<file path="src/rtl/num_ascii_tx_pkg.sv">
// Shared constants, FSM state type and frame byte selection for num_ascii_tx.
package num_ascii_tx_pkg;
   localparam logic [7:0] ASCII_ZERO = 8'h30;
   localparam logic [7:0] ASCII_CR   = 8'h0D;
   localparam logic [7:0] ASCII_LF   = 8'h0A;
   localparam int NUM_DIGITS = 4;
   localparam int MAX_VAL    = 9999;
   localparam int CONV_BITS  = 14;

   typedef enum logic [2:0] {IDLE, CONV, LOAD, WAIT, FIN} state_t;

   // Byte idx of the frame: four digits thousands first, then CR, LF.
   function automatic logic [7:0] frame_byte(input logic [15:0] bcd, input logic [2:0] idx);
      logic [7:0] b;
      b = ASCII_LF;
      case (idx)
         3'd0:    b = ASCII_ZERO + {4'h0, bcd[15:12]};
         3'd1:    b = ASCII_ZERO + {4'h0, bcd[11:8]};
         3'd2:    b = ASCII_ZERO + {4'h0, bcd[7:4]};
         3'd3:    b = ASCII_ZERO + {4'h0, bcd[3:0]};
         3'd4:    b = ASCII_CR;
         default: b = ASCII_LF;
      endcase
      return b;
   endfunction
endpackage

</file>
<file path="src/rtl/num_ascii_tx_bin2bcd.sv">
// Sequential double-dabble: one input bit per cycle, ready once all bits are in.
module bin2bcd_seq
   import num_ascii_tx_pkg::*;
(
   input  logic                 clk,
   input  logic                 rst_n,
   input  logic                 start,
   input  logic [CONV_BITS-1:0] bin,
   output logic                 ready,
   output logic [15:0]          bcd
);
   logic [CONV_BITS-1:0] shreg;
   logic [3:0]           cnt;
   logic                 active;
   logic [15:0]          bcd_adj;

   function automatic logic [15:0] dabble(input logic [15:0] v);
      logic [15:0] r;
      r = v;
      for (int i = 0; i < NUM_DIGITS; i++) begin
         if (v[4*i +: 4] >= 4'd5) r[4*i +: 4] = v[4*i +: 4] + 4'd3;
      end
      return r;
   endfunction

   assign bcd_adj = dabble(bcd);

   always_ff @(posedge clk or negedge rst_n) begin
      if (!rst_n) begin
         shreg  <= '0;
         bcd    <= '0;
         cnt    <= '0;
         active <= 1'b0;
         ready  <= 1'b0;
      end else if (start) begin
         shreg  <= bin;
         bcd    <= '0;
         cnt    <= 4'(CONV_BITS);
         active <= 1'b1;
         ready  <= 1'b0;
      end else if (active) begin
         bcd   <= {bcd_adj[14:0], shreg[CONV_BITS-1]};
         shreg <= shreg << 1;
         cnt   <= cnt - 4'd1;
         if (cnt == 4'd1) begin
            active <= 1'b0;
            ready  <= 1'b1;
         end
      end
   end
endmodule

</file>
<file path="src/rtl/num_ascii_tx.sv">
// Reports a number as a 4-digit ASCII frame (optional CR LF) through a UART byte handshake.
module num_ascii_tx
   import num_ascii_tx_pkg::*;
#(
   parameter int TERM_EN = 0
)
(
   input  logic        clk,
   input  logic        rst_n,
   input  logic        send,
   input  logic [31:0] num,
   input  logic        tx_done,
   output logic        tx_start,
   output logic [7:0]  tx_data,
   output logic        busy,
   output logic        done,
   output logic        ovf
);
   localparam logic [2:0] LAST_IDX = (TERM_EN != 0) ? 3'd5 : 3'd3;

   state_t               state;
   logic [2:0]           idx;
   logic [CONV_BITS-1:0] num_sat;
   logic                 accept;
   logic                 conv_ready;
   logic [15:0]          bcd;

   assign accept  = (state == IDLE) && send;
   assign num_sat = (num > 32'(MAX_VAL)) ? CONV_BITS'(MAX_VAL) : num[CONV_BITS-1:0];

   bin2bcd_seq u_bcd (
      .clk   (clk),
      .rst_n (rst_n),
      .start (accept),
      .bin   (num_sat),
      .ready (conv_ready),
      .bcd   (bcd)
   );

   // tx_start/tx_data are registered on the way into LOAD, so the pulse is
   // visible during the LOAD cycle itself, one cycle after the triggering event.
   always_ff @(posedge clk or negedge rst_n) begin
      if (!rst_n) begin
         state    <= IDLE;
         idx      <= '0;
         tx_start <= 1'b0;
         tx_data  <= 8'h00;
         busy     <= 1'b0;
         done     <= 1'b0;
         ovf      <= 1'b0;
      end else begin
         tx_start <= 1'b0;
         done     <= 1'b0;
         case (state)
            IDLE: if (send) begin
               ovf   <= (num > 32'(MAX_VAL));
               idx   <= '0;
               busy  <= 1'b1;
               state <= CONV;
            end
            CONV: if (conv_ready) begin
               tx_data  <= frame_byte(bcd, 3'd0);
               tx_start <= 1'b1;
               state    <= LOAD;
            end
            LOAD: state <= WAIT;
            WAIT: if (tx_done) begin
               if (idx != LAST_IDX) begin
                  idx      <= idx + 3'd1;
                  tx_data  <= frame_byte(bcd, idx + 3'd1);
                  tx_start <= 1'b1;
                  state    <= LOAD;
               end else begin
                  done  <= 1'b1;
                  busy  <= 1'b0;
                  state <= FIN;
               end
            end
            FIN:     state <= IDLE;
            default: state <= IDLE;
         endcase
      end
   end
endmodule

</file>
<file path="config.mk">
export PLATFORM = sky130hd
export DESIGN_NAME = num_ascii_tx
export DESIGN_NICKNAME = d
export VERILOG_FILES = /design/src/rtl/num_ascii_tx_pkg.sv /design/src/rtl/num_ascii_tx_bin2bcd.sv /design/src/rtl/num_ascii_tx.sv
export SDC_FILE = /design/constraint.sdc
export NUM_CORES = 1
export LEC_CHECK = 0
export CORE_MARGIN = 2
export CORE_UTILIZATION = 57
export DETAILED_ROUTE_END_ITERATION = 12
export GPL_TIMING_DRIVEN = 0
export PLACE_DENSITY = 0.9
export SYNTH_ARGS = -nofsm -noshare
export SYNTH_HDL_FRONTEND = slang
export SYNTH_SLANG_ARGS = --single-unit
</file>
<file path="constraint.sdc">
create_clock -name clk -period 4.85 [get_ports clk]
set_input_delay 1.2125 -clock clk [delete_from_list [all_inputs] [get_ports clk]]
set_output_delay 1.2125 -clock clk [all_outputs]
set_load 0.005 [all_outputs]
</file>
==> run_results.csv, run 1 <==
group,metric,value,unit
critical_path,worstSetupStartpointType,"primary input",
pwr,p_total,0.00208,W
critical_path,worst-path-buf-inv,2,
routing,wirelength,6590,microns
critical_path,crit_family,"simple AND/OR/NAND/NOR gates",
synth,synth_area_per_cell,9.73,sq um
final_layout,diodes,0,
clock_network,cts_buffers,5,
worst_hold_path,hold-path-endpoint,"ovf$_DFFE_PN0P_",
critical_path,regToRegStartpoint,"idx[0]$_DFFE_PN0P_",
synth,synth_top_area_share,44.4,%
synth,synth_compound_area_share,16.8,%
synth,ys_types,41,
floorplanning,num_rows,25,
sta,fmax,353,MHz
pwr,ir_drop,0.256,mV
clock_network,cts_setup_buffers,0,
critical_path,r2r_setup_slack,2.86,ns
synth,synth-adder-area-share,7.41,%
synth,yosys_warnings,0,
routing,detail-route-antenna-nets,0,
floorplanning,dieWidth,75.0,microns
sta,final.setup_skew,0.0105,ns
synth,synthArstFlopShare,100,%
critical_path,critPathMaxStageDelay,0.52,ns
critical_path,rr_worst_depth,6,
synth,synthesis.area,2870,sq um
floorplanning,start_util,60.0,%
routing,post-route-drc-count,0,
critical_path,crit_path_top_delay_cell,"clkdlybuf4s50_1",
synth,yosys.area_share.xor_xnor,2.75,%
routing,drt-initial-drc-count,149,
critical_path,critPathMaxFanout,10,
grt,grt_pass1_wl,10800,microns
synth,synth_edf_count,0,
critical_path,reg2reg_to,"tx_data[2]$_DFFE_PN0P_",
sta,worstMarginPinSlew,0.624,ns
placement,dp_hpwl,4800,microns
floorplanning,core-area,4790,sq um
final_layout,syn_to_final_growth,23.4,%
critical_path,critical_path_class,"in -> reg",
critical_path,arrival,3.00,ns
clock_network,htreeDepth,2,
synth,ys.flop_type,"dfrtp_1",
pwr,power.density,586,nW/um^2
pwr,leakage,1.63,nW
grt,antenna_found_initial,0,
critical_path,path_cells,"clkdlybuf4s50_1 > nor4b_4 > nand2_1 > nor4_4 > buf_4 > a22oi_1",
worst_hold_path,hold_path_class,"reg -> reg",
critical_path,worstPathRequired,5.02,ns
routing,wl_per_cell,15.8,microns
sta,finalCritPeriodShare,58.4,%
synth,synth_top_family_by_area,"compound AO/OA/AOI/OAI gates",
sta,finalSetupTns,0,ns
sta,setup_violations,0,
clock_network,clock_sinks,51,
clock_network,clockBufferDepth,2,
clock_network,cts_hold_buf,0,
clock_network,path_clk_slew,0.09,ns
worst_hold_path,min_from,"ovf$_DFFE_PN0P_",
synth,synth-seq-cells,51,
synth,ys_seq_area_share,44.4,%
floorplanning,die_y,75.0,microns
grt,grt_start_max_net_pins,32,
routing,drt_pass1_iterations,5,
flow_run,cap_violations,0,
critical_path,endpoint_kind,"register",
sta,rsz0062_at_grt,"no",
clock_network,cts-resized-gates,0,
synth,syn_inst,295,
clock_network,cts_tree,"yes",
sta,slew_viol_final,0,
routing,vias,2458,
grt,grt_usage,25.7,%
routing,viasPerCell,5.89,
worst_hold_path,holdPathStages,2,
clock_network,clockRootBuffer,"clkbuf_8",
sta,min_period,2.83,ns
placement,portBuffers,45,
outcome,outcome,"completed",
synth,synth.area.mux_share,6.54,%
final_layout,layout-drive-gt1-share,8.86,%
final_layout,layout.nets,402,
synth,yosys.area_share.simple,16.2,%
clock_network,insertion_delay,0.31,ns
synth,yosysTopAreaCell,"dfrtp_1",
grt,grt_pass1_vias,2406,
grt,grt-ovfl-total,0,
placement,globalplace.congestion,0.873,
floorplanning,io_pins,48,
sta,hold_violations,0,
floorplanning,dieArea,5620,sq um
synth,synth_area_leaders,"dfrtp_1 44%, ha_1 7.4%, nand2_1 4.3%",
sta,relSlewSlack,58.4,%
[per-stage QoR]
stage / cells / util (%) / area (sq um) / hold WS, ns / setup WS, ns
after global placement: 408 / 71.2 / 3410 / 0.485 / 1.12
after global routing: 417 / 74.0 / 3540 / 0.556 / 1.94
final: 417 / 74.0 / 3540 / 0.520 / 2.02
after floorplan: 296 / - / 2880 / 0.464 / 2.48
after CTS: 417 / 74.0 / 3540 / 0.526 / 2.02
after detailed placement: 409 / 71.6 / 3420 / 0.501 / 1.70
[state kept, by name, summed over array words and instances, names as in the netlist]
signal,flops
u_bcd.bcd,16
u_bcd.shreg,14
tx_data,5
u_bcd.cnt,4
idx,3
state,3
busy,1
done,1
ovf,1
tx_start,1
u_bcd.active,1
u_bcd.ready,1
[tightest hold or removal path, delay by kind of cell (launching register included)]
family / cells / cell delay, ns
flops: 1 / 0.36
simple gates: 2 / 0.13
[cells by family (layout without fill, tap and decap cells)]
group | Yosys count | after routing
xor+xnor | 9 | 9
compound gates | 70 | 70
flops | 51 | 51
other cells | 1 | 2
buf+inv | 39 | 93
simple gates | 90 | 90
mux | 18 | 18
fa+ha+maj | 17 | 17
[layout by cell type, fill, tap and decap left out, types with 2 or more instances in the layout]
| master | Yosys | final |
|---|---|---|
| inv_1 | 24 | 24 |
| ha_1 | 17 | 17 |
| clkbuf_8 | 0 | 6 |
| and3_1 | 3 | 3 |
| o2bb2ai_2 | 4 | 4 |
| nand3_1 | 10 | 10 |
| buf_2 | 3 | 4 |
| mux2i_1 | 12 | 12 |
| o221ai_1 | 2 | 2 |
| or3_1 | 3 | 3 |
| xnor2_1 | 6 | 6 |
| a21oi_1 | 18 | 18 |
| xor2_1 | 3 | 3 |
| dfrtp_1 | 51 | 51 |
| buf_4 | 4 | 4 |
| a222oi_1 | 4 | 4 |
| and2_1 | 3 | 3 |
| mux2_2 | 6 | 6 |
| o31ai_1 | 5 | 5 |
| nand2b_1 | 8 | 8 |
| o21bai_1 | 2 | 2 |
| clkdlybuf4s50_1 | 0 | 44 |
| nand2_1 | 33 | 33 |
| a32oi_1 | 2 | 2 |
| a22oi_1 | 7 | 7 |
| a31oi_1 | 2 | 2 |
| o21ai_0 | 13 | 13 |
| o22ai_1 | 8 | 8 |
| clkbuf_1 | 7 | 7 |
| nor2_1 | 15 | 15 |
| conb_1 | 1 | 2 |
| nor4_1 | 8 | 8 |
[routing by layer]
| layer | up-vias | GRT usage, % | share of wire, % |
|---|---|---|---|
| met4 | 0 | 11.5 | 2.9 |
| met2 | 101 | 44.5 | 50 |
| met3 | 22 | 4.82 | 5.5 |
| met5 | - | 0 | 0 |
| met1 | 1186 | 31.0 | 41 |
| li1 | 1149 | - | - |
[worst max-delay path by stage]
| stage | start | endpoint | slack (ns) | cells past startpoint |
|---|---|---|---|---|
| 6_report | send | u_bcd.shreg[9]$_DFFE_PN0P_ | 2.02 | 6 |
| 5_1_grt | send | u_bcd.shreg[9]$_DFFE_PN0P_ | 1.94 | 6 |
| 4_1_cts | send | u_bcd.shreg[9]$_DFFE_PN0P_ | 2.02 | 6 |
| 3_5_place_dp | send | u_bcd.shreg[9]$_DFFE_PN0P_ | 1.70 | 6 |
| 3_3_place_gp | rst_n | busy$_DFFE_PN0P_ | 1.12 | 1 |
| 2_1_floorplan | num[31] | u_bcd.shreg[3]$_DFFE_PN0P_ | 2.48 | 5 |
[synthesized netlist by cell type, drive strengths merged, types with 7 or more instances]
master	instances
dfrtp	51
nand2	33
inv	24
a21oi	18
ha	17
nor2	15
o21ai	13
mux2i	12
nand3	10
nor4	9
buf	8
nand2b	8
o22ai	8
a22oi	7
clkbuf	7
[final cells by class]
class / count / area, sq um
Buffer: 15 / 75.1
Clock buffer: 6 / 82.6
Clock inverter: 2 / 35.0
Fill cell: 352 / 1240
Inverter: 24 / 90.1
Multi-Input combinational cell: 206 / 1430
Sequential cell: 51 / 1280
Tap cell: 67 / 83.8
Timing Repair Buffer: 46 / 465
[report_power, final]
group          leakage, nW  switching (W)  internal, W  total [W]
Sequential           0.624       0.000156     0.000608   0.000764
Clock               0.0612       0.000140     0.000167   0.000307
Combinational        0.943       0.000528     0.000478    0.00101
Power figures use the tool's default switching activity.
==> run 2, diff against run 1 <==
--- a/config.mk
+++ b/config.mk
@@ -6,10 +6,10 @@
 export NUM_CORES = 1
 export LEC_CHECK = 0
 export CORE_MARGIN = 2
-export CORE_UTILIZATION = 57
+export CORE_UTILIZATION = 48
 export DETAILED_ROUTE_END_ITERATION = 12
 export GPL_TIMING_DRIVEN = 0
-export PLACE_DENSITY = 0.9
+export PLACE_DENSITY = 0.81
 export SYNTH_ARGS = -nofsm -noshare
 export SYNTH_HDL_FRONTEND = slang
 export SYNTH_SLANG_ARGS = --single-unit
==> constraint.sdc (replaced) <==
create_clock -name clk -period 2.6 [get_ports clk]
set_input_delay 0.65 -clock clk [delete_from_list [all_inputs] [get_ports clk]]
set_output_delay 0.65 -clock clk [all_outputs]
set_load 0.005 [all_outputs]
==> run 2 against run 1 <==
Compared with the run above: clock-buffer cell count is the same; clock power grew 95%; wire length shrank 4.6%; via count shrank 3.7%; final cell count grew 1.9%; combinational power grew 82%; critical path depth is the same; die area grew 18%; critical endpoint is now u_bcd.shreg[10]$_DFFE_PN0P_; highest routed layer unchanged.
==> run_results.csv, run 2 (synthesis results as in run 1) <==
group,metric,value,unit
clock_network,cts_tree,"yes",
clock_network,cts_hold_buf,0,
critical_path,worstSetupStartpointType,"primary input",
final_layout,layout.nets,402,
floorplanning,dieWidth,81.3,microns
routing,post-route-drc-count,0,
grt,met1_usage,24.3,%
grt,antenna_found_initial,0,
final_layout,diodes,0,
final_layout,final_cell_mix,"51 x dfrtp_1, 44 x clkdlybuf4s50_1, 33 x nand2_1",
critical_path,regToRegStartpoint,"idx[0]$_DFFE_PN0P_",
clock_network,clockRootBuffer,"clkbuf_8",
outcome,outcome,"completed",
sta,slew_viol_final,0,
sta,setup_slack,0.415,ns
sta,setup_violations,0,
placement,globalplace.congestion,0.942,
grt,grt-ovfl-total,0,
final_layout,top_regs,"u_bcd.bcd: 16 flops, u_bcd.shreg: 14 flops, tx_data: 5 flops",
clock_network,cts-resized-gates,0,
critical_path,worstPathRequired,2.77,ns
sta,worst_hold_slack,0.194,ns
clock_network,insertion_delay,0.32,ns
routing,vias,2368,
final_layout,syn_to_final_growth,23.8,%
sta,rsz0062_at_grt,"no",
final_layout,design_area,3560,sq um
placement,dp_hpwl,4740,microns
clock_network,clockBufferDepth,2,
final_layout,largest_register_ffs,16,
placement,preCtsSetupSlack,0.0669,ns
critical_path,crit_start,"send",
sta,final.setup_skew,0.00879,ns
grt,grt_pass1_vias,2327,
clock_network,path_clk_slew,0.09,ns
grt,met2_usage,37.7,%
pwr,power.density,1080,nW/um^2
final_layout,final_util,60.8,%
floorplanning,die_y,81.3,microns
routing,drt_pass1_iterations,5,
critical_path,endpoint_kind,"register",
floorplanning,num_rows,28,
pwr,p_clk_share,15.6,%
clock_network,cts_buffers,5,
routing,detail-route-antenna-nets,0,
sta,fmax,458,MHz
sta,relSlewSlack,60.9,%
grt,grt_start_max_net_pins,42,
routing,wirelength,6280,microns
sta,hold_violations,0,
grt,globalRoute.busiestLayer,"met2",
routing,wl_per_cell,14.8,microns
placement,portBuffers,45,
pwr,p_int,0.00234,W
final_layout,regArea,1280,sq um
clock_network,cts_setup_buffers,0,
routing,viasPerCell,5.57,
sta,worstMarginPinSlew,0.586,ns
final_layout,top_register,"u_bcd.bcd",
pwr,ir_drop,0.488,mV
pwr,leakage,1.63,nW
worst_hold_path,hold_path_class,"in -> async",
pwr,p_sw,0.00151,W
final_layout,fillers,494,
sta,min_period,2.18,ns
critical_path,critPathMaxFanout,10,
grt,grt_pass1_wl,10400,microns
clock_network,htreeDepth,2,
grt,use_met3,3.33,%
critical_path,arrival,2.35,ns
clock_network,clock_sinks,51,
final_layout,multiInputGateArea,1430,sq um
floorplanning,dieArea,6620,sq um
flow_run,cap_violations,0,
floorplanning,io_pins,48,
pwr,swShare,39.2,%
placement,post_dp_cell_area,3430,sq um
floorplanning,core-area,5850,sq um
grt,grt_usage,20.7,%
routing,drt-initial-drc-count,145,
critical_path,critical_path_class,"in -> reg",
final_layout,layout-drive-gt1-share,8.86,%
floorplanning,start_util,49.1,%
pwr,power_frac_seq,36.7,%
sta,finalCritPeriodShare,84.0,%
pwr,p_comb_share,47.7,%
final_layout,mostFrequentLayoutCell,"dfrtp_1",
==> run 2: changes by cell type in the layout (fill, tap and decap cells not counted) <==
| cell | previous run | this run |
|---|---|---|
| inv_6 | 0 | 1 |
| clkinv_2 | 1 | 0 |
==> run 2: power by group through the flow <==
stage,Sequential [W],Clock (W),Combinational [W]
2_1_floorplan,0.00135,0,0.00133
3_3_place_gp,0.00141,0,0.00173
3_5_place_dp,0.00143,0,0.00182
4_1_cts,0.00141,0.000599,0.00184
5_1_grt,0.00146,0.000631,0.00207
6_report,0.00141,0.000600,0.00184
==> run 2: area by class of cell <==
class	instances	share of cell area, %
Inverter	24	2.53
Clock buffer	6	2.32
Multi-Input combinational cell	206	40.3
Clock inverter	2	1.09
Buffer	15	2.11
Sequential cell	51	35.9
Timing Repair Buffer	46	13.1
Tap cell	75	2.64
==> run 2: final timing paths <==
kind / end / cells past startpoint / slack, ns
setup / recovery: u_bcd.shreg[10]$_DFFE_PN0P_ / 6 / 0.42
hold / removal: u_bcd.bcd[4]$_DFFE_PN0P_ / 1 / 0.19
setup reg to reg: tx_data[0]$_DFFE_PN0P_ / 6 / 0.53
hold reg to reg: ovf$_DFFE_PN0P_ / 2 / 0.50
max in group asynchronous: u_bcd.shreg[9]$_DFFE_PN0P_ / 2 / 1.93
min in group clk: ovf$_DFFE_PN0P_ / 2 / 0.50
==> run 2: stage by stage <==
step                      total power, W  setup TNS [ns]  std cells
after floorplan                  0.00269               0        296
after global placement           0.00314          -29.01        416
after detailed placement         0.00325               0        417
after CTS                        0.00385               0        425
after global routing             0.00416               0        425
final                            0.00385               0        425
==> run 2: per-layer routing <==
| layer | part of all wire, % | wire, microns |
|---|---|---|
| met1 | 41 | 2600 |
| met2 | 52 | 3290 |
| met3 | 4.9 | 306 |
| met4 | 1.4 | 87 |
| met5 | 0 | 0 |
==> run 2: critical path: stages <==
cell	delay, ns
clkdlybuf4s50_1	0.51
nor4b_4	0.44
nand2_1	0.18
nor4_4	0.23
buf_4	0.25
a22oi_1	0.09
